==> config.mk <==
export PLATFORM = sky130hd
export DESIGN_NAME = mii_crc32_d64
export DESIGN_NICKNAME = d
export VERILOG_FILES = /design/src/rtl/mii_pkg.sv /design/src/rtl/mii_crc32_d64.sv
export SDC_FILE = /design/constraint.sdc
export NUM_CORES = 1
export LEC_CHECK = 0
export CORE_MARGIN = 5
export CORE_UTILIZATION = 56
export DETAILED_ROUTE_END_ITERATION = 10
export MAX_ROUTING_LAYER = met4
export PLACE_DENSITY = 0.84
export SYNTH_ARGS = -nofsm -noshare
export SYNTH_HDL_FRONTEND = slang
export SYNTH_SLANG_ARGS = --single-unit
==> constraint.sdc <==
create_clock -name vclk -period 29.2
set_input_delay 2.92 -clock vclk [all_inputs]
set_output_delay 2.92 -clock vclk [all_outputs]
set_load 0.02 [all_outputs]
==> src/rtl/mii_pkg.sv <==
// Shared constants, FSM state type and error-flag layout
// for the 64-bit MII/XGMII receive frame checker.
package mii_pkg;

    localparam logic [7:0] MII_IDLE  = 8'h07;
    localparam logic [7:0] MII_START = 8'hFB;
    localparam logic [7:0] MII_TERM  = 8'hFD;
    localparam logic [7:0] MII_ERROR = 8'hFE;

    // Lanes 7..1 of a legal start beat
    localparam logic [55:0] PREAMBLE_SFD = 56'hD5555555555555;

    localparam logic [31:0] CRC32_POLY    = 32'hEDB88320;
    localparam logic [31:0] CRC32_INIT    = 32'hFFFFFFFF;
    localparam logic [31:0] CRC32_RESIDUE = 32'hDEBB20E3;

    typedef enum logic [1:0] {
        IDLE,
        DATA,
        DROP
    } state_t;

    localparam int ERR_PREAMBLE = 0;
    localparam int ERR_FCS      = 1;
    localparam int ERR_RUNT     = 2;
    localparam int ERR_OVERSIZE = 3;
    localparam int ERR_CTRL     = 4;
    localparam int ERR_W        = 5;

    // Lowest lane carrying a control character; 8 when none
    function automatic logic [3:0] first_ctrl_lane(input logic [7:0] ctrl);
        logic [3:0] k;
        k = 4'd8;
        for (int i = 7; i >= 0; i--) begin
            if (ctrl[i]) k = 4'(i);
        end
        return k;
    endfunction

endpackage

==> src/rtl/mii_crc32_d64.sv <==
// Combinational reflected CRC-32 update over up to eight byte lanes,
// lanes taken in ascending order, each byte LSB first.
module mii_crc32_d64
    import mii_pkg::*;
(
    input  logic [31:0] crc_in,
    input  logic [63:0] data,
    input  logic [7:0]  byte_en,
    output logic [31:0] crc_out
);

    logic [31:0] c;
    logic        fb;

    always_comb begin
        c  = crc_in;
        fb = 1'b0;
        for (int l = 0; l < 8; l++) begin
            if (byte_en[l]) begin
                for (int b = 0; b < 8; b++) begin
                    fb = c[0] ^ data[8*l+b];
                    c  = {1'b0, c[31:1]} ^ (fb ? CRC32_POLY : 32'h0);
                end
            end
        end
        crc_out = c;
    end

endmodule

==> flow_summary.ini <==
[yosys]
yosysTopAreaCellShare_pct = 17.90
synth_top_cell_by_area = xnor2_1
syn_area_per_cell_um2 = 8.490
ys_warn_count = 0
seq_area_frac_synth_pct = 0
syn_area_um2 = 12680
syn_inst = 1493
synthTopCellsByArea = xnor2_1 (18%), xnor3_1 (15%), xor2_1 (8.3%), mux2i_1 (7.6%), nor2_1 (4.4%)
yosys.cell_types.count = 108
syn-num-nets = 1597

[timing]
setup_tns_ns = 0
whs_ns = 6.995
slew_headroom_pct = 32.65
fin_crit_ns = 16.89
rsz0062_at_grt = false
finalHoldViolCount = 0
setup_slack_ns = 12.31
fmax_ghz = 0.05921
worst_pin_slew_ns = 0.9848
finalCritPeriodShare_pct = 57.84
drv_slew = 0
setup_viol = 0

[routing]
vias = 11670
drc_errors = 0
drt_iter0_markers = 1191
wl_per_cell_um = 21.08
drt_pass1_iterations = 6
wl_um = 38970
antenna_left = 0
via_per_inst = 6.309

[outcome]
outcome = finished, final reports clean

[grt]
grt_max_degree = 77
met3_usage_pct = 3.669
met2_usage_pct = 46.39
grt_antenna_before_repair = 0
grt_util_met1_pct = 40.33
grt_busiest_layer = met2
first_global_vias = 11010
gr-total-overflow = 0
grt_pass1_wl_um = 60930
track_usage_pct = 29.63

[worst_setup_path]
worst-setup-path-type = in2out
slowest_stage = xnor2_1
worstPathRequired_ns = 26.28
cp_common_cell = xnor3_1
cp.arrival_ns = 13.97
end_kind = primary output
cp_slowest_stage_delay_ns = 0.66
worst-path-max-fanout = 8
critPathLaunchType = input port

[layout]
mostFrequentLayoutCell = xnor2_1
drive_gt1_share_pct = 9.207
nets = 1670
seq_area_um2 = 0
seq_cell_count = 0
synthToLayoutAreaGrowth_pct = 11.54
n_antenna_cell = 0
nClkBuffers = 0
layout_common_cells = xnor2_1 (259), nor2_1 (148), clkdlybuf4s50_1 (128)

[flow_run]
cap_violations = 0

[floorplan]
start_util_pct = 56.50
io_pins = 136
fp.dieArea_um2 = 25740
die_h_um = 160.5
row_count = 55
die_w_um = 160.5
core_um2 = 22430

[clock_tree]
post_cts_buffers = 0
ctsHoldBuffers = 0
cts_resized = 0

[place]
detailed_place_hpwl_um = 32500
place_ws_ns = 12.46
port_buffers = 136
gp_congestion = 0.9791

[worst_hold_path]
worstHoldPathCells = 3
hold_path.class = in2out
cell families (layout without fill, tap and decap cells):
logic type	after synthesis	count (layout)	share of synthesized area, %
xor gates and xnor gates	521	521	50.96
muxes	127	127	10.96
buffers and inverters	96	167	2.941
AOI/OAI and AO/OA	304	304	17.19
and+or+nand+nor	445	445	17.95
critical path: cells and delay by family:
kind            cells  cell delay [ns]
buf+inv             2             1.17
compound gates      4             1.53
xor+xnor           14             5.45
mux                 5             1.75
simple gates        4             1.12
cell type report:
type,instances,area [um^2]
fill,1886,8295
tap,285,356.6
multi-input combinational,1397,12300
timing repair buffer,147,1404
inverter,20,75.07
synthesized netlist by cell type, types with 6 or more instances:
cell and count:
mux2i_1 96, nor3b_1 10, a21oi_1 98, nand4_1 9
inv_1 17, mux2_2 21, buf_1 11, nand3_1 31
xor3_1 14, nand2b_1 15, or2_2 6, a31oi_1 8
nor4_1 13, a211o_1 14, mux2i_4 6, o2111ai_1 7
and3_1 13, clkbuf_1 57, xor2_1 120, xnor2_4 12
nor3_1 33, o211ai_1 13, a211oi_1 18, or3_1 11
o2111a_1 6, xnor2_1 259, xnor2_2 21, xnor3_1 82
nor2_1 148, o211a_1 7, nor2b_1 10, nand2_1 90
buf_2 7, and2_1 13, a21o_1 10, o21ai_0 42
per-stage QoR:
stage	util [%]	cell area, um^2	std cells
CTS	63.02	14140	1849
floorplan	-	12680	1493
global route	63.02	14140	1849
detailed placement	63.02	14140	1849
finish	63.02	14140	1849
global placement	63.02	14140	1849
layer usage:
| metal | vias to the layer above | share of wire [%] |
|---|---|---|
| li1 | 5487 | - |
| met1 | 5543 | 43 |
| met2 | 556 | 45 |
| met3 | 80 | 8.5 |
| met4 | 0 | 3.3 |
| met5 | - | 0 |
path summary, 6_finish.rpt:
| check | to | start |
|---|---|---|
| min | crc_out[20] | byte_en[7] |
| max | crc_out[26] | crc_in[2] |
Power is left out: the tool's default activity adds up to more than one toggle a clock period on the data nets, which glitch-free logic cannot reach.
